## config.mk

```make
export PLATFORM = sky130hd
export DESIGN_NAME = mem_stream_sequencer
export DESIGN_NICKNAME = d
export VERILOG_FILES = /design/src/rtl/mem_seq_pkg.sv /design/src/rtl/mem_seq_prio_pick.sv /design/src/rtl/mem_stream_sequencer.sv
export SDC_FILE = /design/constraint.sdc
export NUM_CORES = 1
export LEC_CHECK = 0
export CORE_MARGIN = 2
export CORE_UTILIZATION = 31
export CTS_BUF_LIST = sky130_fd_sc_hd__clkbuf_8
export CTS_CLUSTER_SIZE = 14
export DETAILED_ROUTE_END_ITERATION = 12
export PLACE_DENSITY = 0.53
export SKIP_LAST_GASP = 1
export SYNTH_ARGS = -nofsm -noshare
export SYNTH_HDL_FRONTEND = slang
export SYNTH_SLANG_ARGS = --single-unit
```

## constraint.sdc

```tcl
create_clock -name clk -period 6.9 [get_ports clk]
set_input_delay 1.38 -clock clk [delete_from_list [all_inputs] [get_ports clk]]
set_output_delay 1.38 -clock clk [all_outputs]
set_load 0.05 [all_outputs]
```

## src/rtl/mem_seq_pkg.sv

```systemverilog
// Shared types, defaults and helpers for the memory stream sequencer.
// Optional feature macro used by the top: MEM_SEQ_ROUND_ROBIN_EN.
package mem_seq_pkg;

    typedef enum logic [1:0] {
        ST_IDLE = 2'd0,
        ST_SCAN = 2'd1,
        ST_READ = 2'd2,
        ST_DONE = 2'd3
    } state_e;

    localparam int DEF_NCH = 12;
    localparam int DEF_AW  = 6;

    // Widest one-hot vector the encoder helper accepts; NCH must not exceed this.
    localparam int OH_MAX = 64;

    function automatic int unsigned clamp_count(input int unsigned n, input int unsigned lim);
        return (n > lim) ? lim : n;
    endfunction

    function automatic int unsigned onehot_to_bin(input logic [OH_MAX-1:0] oh);
        int unsigned idx;
        idx = 0;
        for (int i = 0; i < OH_MAX; i++) begin
            if (oh[i]) begin
                idx = idx | unsigned'(i);
            end
        end
        return idx;
    endfunction

endpackage

```

## src/rtl/mem_seq_prio_pick.sv

```systemverilog
// Combinational rotated priority pick: first set bit of pending at or above base, wrapping.
module mem_seq_prio_pick
    import mem_seq_pkg::*;
#(
    parameter  int NCH = DEF_NCH,
    localparam int SW  = $clog2(NCH)
) (
    input  logic [NCH-1:0] pending,
    input  logic [SW-1:0]  base,
    output logic           any,
    output logic [SW-1:0]  idx,
    output logic [NCH-1:0] onehot
);

    // Walk the blocks starting at base and keep the first pending one found.
    always_comb begin
        int j;
        j      = 0;
        onehot = '0;
        any    = 1'b0;
        for (int k = 0; k < NCH; k++) begin
            j = (int'(base) + k) % NCH;
            if (!any && pending[j]) begin
                onehot[j] = 1'b1;
                any       = 1'b1;
            end
        end
    end

    assign idx = SW'(onehot_to_bin(OH_MAX'(onehot)));

endmodule

```

## src/rtl/mem_stream_sequencer.sv

```systemverilog
// Snapshot per-block occupancy on start, then stream one read address per entry
// of every non-empty block in priority order under valid/ready; pulse done at the end.
// Optional feature macro: MEM_SEQ_ROUND_ROBIN_EN (rotating start block between passes).
module mem_stream_sequencer
    import mem_seq_pkg::*;
#(
    parameter  int NCH = DEF_NCH,
    parameter  int AW  = DEF_AW,
    localparam int SW  = $clog2(NCH),
    localparam int CW  = AW + 1
) (
    input  logic              clk,
    input  logic              reset,
    input  logic              start,
    input  logic [NCH-1:0]    has_dat,
    input  logic [NCH*CW-1:0] nent,
    input  logic              rd_ready,
    output logic              rd_valid,
    output logic [SW-1:0]     rd_sel,
    output logic [NCH-1:0]    rd_sel_oh,
    output logic [AW-1:0]     rd_addr,
    output logic              rd_last,
    output logic              busy,
    output logic              done
);

    localparam int unsigned MAX_ENT = 32'd1 << AW;

    state_e          state_q, state_d;
    logic [NCH-1:0]  pending_q, pending_d;
    logic [CW-1:0]   cnt_q [NCH];
    logic [CW-1:0]   cnt_d [NCH];
    logic            rd_valid_q, rd_valid_d;
    logic [SW-1:0]   rd_sel_q, rd_sel_d;
    logic [NCH-1:0]  rd_sel_oh_q, rd_sel_oh_d;
    logic [AW-1:0]   rd_addr_q, rd_addr_d;
    logic            rd_last_q, rd_last_d;
    logic            busy_q, busy_d;
    logic            done_q, done_d;

    logic [SW-1:0]   rr_base;
    logic            pick_any;
    logic [SW-1:0]   pick_idx;
    logic [NCH-1:0]  pick_oh;
    logic [CW-1:0]   cur_cnt;
    logic [CW-1:0]   pick_cnt;

    assign cur_cnt  = cnt_q[rd_sel_q];
    assign pick_cnt = cnt_q[pick_idx];

    mem_seq_prio_pick #(.NCH(NCH)) u_pick (
        .pending (pending_q),
        .base    (rr_base),
        .any     (pick_any),
        .idx     (pick_idx),
        .onehot  (pick_oh)
    );

`ifdef MEM_SEQ_ROUND_ROBIN_EN
    logic [SW-1:0] rr_base_q, rr_base_d;
    logic [SW-1:0] first_q, first_d;
    logic          served_q, served_d;

    assign rr_base = rr_base_q;

    // Remember the first block serviced in a pass and rotate the base past it at the end.
    always_comb begin
        rr_base_d = rr_base_q;
        first_d   = first_q;
        served_d  = served_q;
        if (state_q == ST_IDLE && start) begin
            served_d = 1'b0;
        end
        if (state_q == ST_SCAN && pick_any && !served_q) begin
            first_d  = pick_idx;
            served_d = 1'b1;
        end
        if (state_q == ST_DONE && served_q) begin
            rr_base_d = (first_q == SW'(NCH - 1)) ? '0 : first_q + SW'(1);
        end
    end

    // Round-robin bookkeeping registers.
    always_ff @(posedge clk) begin
        if (reset) begin
            rr_base_q <= '0;
            first_q   <= '0;
            served_q  <= 1'b0;
        end else begin
            rr_base_q <= rr_base_d;
            first_q   <= first_d;
            served_q  <= served_d;
        end
    end
`else
    assign rr_base = '0;
`endif

    // Next-state logic for the pass FSM and its registered outputs.
    always_comb begin
        state_d     = state_q;
        pending_d   = pending_q;
        cnt_d       = cnt_q;
        rd_valid_d  = rd_valid_q;
        rd_sel_d    = rd_sel_q;
        rd_sel_oh_d = rd_sel_oh_q;
        rd_addr_d   = rd_addr_q;
        rd_last_d   = rd_last_q;
        case (state_q)
            ST_IDLE: begin
                if (start) begin
                    for (int i = 0; i < NCH; i++) begin
                        pending_d[i] = has_dat[i] & (nent[i*CW +: CW] != '0);
                        cnt_d[i]     = CW'(clamp_count(32'(nent[i*CW +: CW]), MAX_ENT));
                    end
                    state_d = ST_SCAN;
                end
            end
            ST_SCAN: begin
                if (pick_any) begin
                    state_d     = ST_READ;
                    rd_valid_d  = 1'b1;
                    rd_sel_d    = pick_idx;
                    rd_sel_oh_d = pick_oh;
                    rd_addr_d   = '0;
                    rd_last_d   = (pick_cnt == CW'(1));
                end else begin
                    state_d = ST_DONE;
                end
            end
            ST_READ: begin
                if (rd_ready) begin
                    if (rd_last_q) begin
                        pending_d[rd_sel_q] = 1'b0;
                        state_d     = ST_SCAN;
                        rd_valid_d  = 1'b0;
                        rd_sel_d    = '0;
                        rd_sel_oh_d = '0;
                        rd_addr_d   = '0;
                        rd_last_d   = 1'b0;
                    end else begin
                        rd_addr_d = rd_addr_q + AW'(1);
                        rd_last_d = (({1'b0, rd_addr_q} + CW'(2)) == cur_cnt);
                    end
                end
            end
            ST_DONE: begin
                state_d = ST_IDLE;
            end
            default: begin
                state_d = ST_IDLE;
            end
        endcase
        busy_d = (state_d != ST_IDLE);
        done_d = (state_d == ST_DONE);
    end

    // State and output registers with synchronous reset.
    always_ff @(posedge clk) begin
        if (reset) begin
            state_q     <= ST_IDLE;
            pending_q   <= '0;
            cnt_q       <= '{default: '0};
            rd_valid_q  <= 1'b0;
            rd_sel_q    <= '0;
            rd_sel_oh_q <= '0;
            rd_addr_q   <= '0;
            rd_last_q   <= 1'b0;
            busy_q      <= 1'b0;
            done_q      <= 1'b0;
        end else begin
            state_q     <= state_d;
            pending_q   <= pending_d;
            cnt_q       <= cnt_d;
            rd_valid_q  <= rd_valid_d;
            rd_sel_q    <= rd_sel_d;
            rd_sel_oh_q <= rd_sel_oh_d;
            rd_addr_q   <= rd_addr_d;
            rd_last_q   <= rd_last_d;
            busy_q      <= busy_d;
            done_q      <= done_d;
        end
    end

    assign rd_valid  = rd_valid_q;
    assign rd_sel    = rd_sel_q;
    assign rd_sel_oh = rd_sel_oh_q;
    assign rd_addr   = rd_addr_q;
    assign rd_last   = rd_last_q;
    assign busy      = busy_q;
    assign done      = done_q;

endmodule
```

==> impl_results.md <==
* Status: finished, final reports clean
* Asr flop ratio synth at 0%
* CP bufs+invs at 1
* CP Depth at 1
* Initial DRT Pass Iterations at 7
* Finish-stage setup viols at 0
* CP peak stage delay at 0.93 ns
* Max-slew headroom at 21.9%
* Worst r2r dst: rd_last
* Postcts setup bufs at 0
* Post-DP Area at 0.00781 sq mm
* # resized after CTS at 0
* Startpoint Class: flop
* Die ar. at 0.0218 sq mm
* Final WS setup at 3.34 ns
* Worst Path Arrival at 2.18 ns
* Drt initial violations at 499
* Cts hold-fix bufs at 0
* Largest net degree at the start of global routing at 107
* CTS H-Tree Depth at 4
* PwrDens at 219 mW/mm^2
* Final slew viol count at 0
* Vias per inst at 5.26
* Die width at 148 um
* Synth Instances at 736
* Final hold slack at 0.437 ns
* Number of global-route vias before repair at 5551
* Crit path to: rd_sel[0]
* Total gr overflow at 0
* Ranking of synthesized cells by area: dfxtp_1 (39%), nand3b_1 (8.9%), nand2_1 (7.8%)
* Sink Count at 124
* Critical path class: flop to output pin
* Total CTS buffers at 17
* Worst Setup SP: rd_sel[0]
* Root buffer cell: clkbuf_8
* RSZ-0062 raised after global routing: false
* Fin. Hold Viols at 0
* Core area at 0.0202 sq mm
* Worst slew pin tran at 1.17 ns
* Non-Filler Instances at 1120
* Post-Place Setup Slack at 3.47 ns
* Setup TNS at 0 ns
* Clock buffer depth at 2
* Post-synth top area share at 38.8%
* Inserted Diodes at 0
* Commonest cells post-synth: nand2_1 (133), dfxtp_1 (124), a21oi_1 (93)
* R2R depth at 7
* Skew-Pair Late Insertion Delay at 0.45 ns
* Reg-to-reg startpoint: pending_q[0]
* Reg clk slew, reported paths at 0.07 ns
* Hold path start: rd_sel_oh[3]
* Worst Path Max Fanout at 11
* YS warnings at 0
* Post-synth EDFFs at 0
* Fillers at 2086
* Final core occ at 40.4%
* Row count at 52
* Sequential fraction of the synthesis area at 38.8%
* Synth Area in Compound Gates at 14.2%
* Layout Skew at 0.0101 ns
* Critical-path cell list: clkdlybuf4s50_1
* Simple-gate area share of the yosys netlist at 29.8%
* Flops & latches, synth at 124
* Period minus WS final at 3.56 ns
* Top Ports at 126
* Initial Util at 31.6%
* Reg area at 0.00248 sq mm
* Count leader, synth: nand2_1
* Fmax achieved at 281 MHz
* Layout cell share with drive strength beyond 1 at 9.29%
* Synth cell types at 55
* CP max-delay cell: clkdlybuf4s50_1
* CP endpoint kind: output pin
* Period utilisation layout at 51.6%
* Reg2reg setup slack at 3.98 ns
* Syn_area_per_cell at 8.70 sq um
* Worst vdd ir at 0.0894 mV
* Largest family of logic cells by synthesized area: simple AND/OR/NAND/NOR gates
* Chip Height at 148 um
* GRT Total Usage at 18.8%
* Hold Path Class: flop to flop
* Initial antenna violation count at 0
* Final WL at 20.0 mm
* WL/cell at 17.8 um
* Wire length of the first global-routing pass at 31.9 mm
* Vias post-DR at 5889
* ANT nets after route at 0
* Critical path required time at 5.52 ns
* Cell family with most CP delay: buffers and inverters
* CTS tree: yes
* Multi-input gate area at 0.00369 sq mm
* DRC viols at 0
* Adder-Cell Fraction of Synth Area at 0.391%
* Synth Net Count at 838
* Total power at 1.79 mW
* Post-route cell area at 0.00818 sq mm
* Dpl hpwl at 14.6 mm
* Synth Cell Area at 0.00640 sq mm
* Area leader, netlist: dfxtp_1
* Mux contribution to synthesized area at 11.2%
* Synthesis-to-layout area growth at 27.8%
* Nets@finish at 940
* Placed Cells incl. Taps at 1089
* GPL Wtd Cong at 0.849
* Post-Synth XOR/XNOR Area at 1.92%
* LEAKAGE at 2.68 nW
* Top FF cell, synth: dfxtp_1
* IO buf count at 125
* Maxcap violations at 0
-- cells by family after synthesis --
kind of cell,Yosys count
muxes,44
AOI/OAI and AO/OA,153
adders and majority gates,2
DFF,124
buffers and inverters,51
and+or+nand+nor,348
xor gates and xnor gates,14
-- worst min path at each step --
stage | cells past startpoint | to
2_1_floorplan | 2 | cnt_q[1]
3_3_place_gp | 2 | rd_sel_oh[7]
6_report | 2 | rd_sel_oh[3]
4_1_cts | 2 | rd_sel_oh[3]
5_1_grt | 2 | rd_valid
3_5_place_dp | 2 | rd_sel_oh[3]
-- sequential cells by signal (all words and copies together) (netlist names) --
| register | flops |
|---|---|
| done | 1 |
| busy | 1 |
| rd_addr | 6 |
| rd_sel_oh | 12 |
| state_q | 2 |
| cnt_q | 84 |
| rd_valid | 1 |
| pending_q | 12 |
| rd_sel | 4 |
| rd_last | 1 |
-- final cells by class --
type / instances / share of cell area [%]
Tap cell: 270 / 4.13
Timing Repair Buffer: 131 / 15.8
Clock buffer: 19 / 3.20
Inverter: 3 / 0.138
Clock inverter: 12 / 1.30
Multi-Input combinational cell: 561 / 45.1
Sequential cell: 124 / 30.3
-- power by group --
part	internal (mW)	leakage [nW]	switching, mW
logic	0.170	1.46	0.209
registers	0.753	1.01	0.0445
clock network	0.329	0.208	0.284
-- cells in the final DEF, fill, tap and decap left out, drive strengths merged, types with 4 or more instances in the layout --
cell type / count
buf: 7
a32oi: 10
nand2b: 9
inv: 6
a21oi: 94
nand3b: 76
a32o: 5
xor2: 4
a22o: 7
nor2b: 7
xnor2: 10
clkdlybuf4s50: 124
mux4: 22
clkinv: 7
nor3: 34
nor2: 38
o21ai: 26
nand3: 5
mux2i: 19
nor4: 17
nor4b: 11
clkbuf: 19
nand2: 133
dfxtp: 124
-- per-layer routing --
metal  vias up  global-route usage (%)  routed length, um
met4         0                    5.00                236
met5         -                       0                  0
met1      2825                    27.6               9750
met3        13                    4.17               1030
met2       167                    27.8               8950
li1       2884                       -                  -
Note: power is estimated with default switching activity, not from simulation.
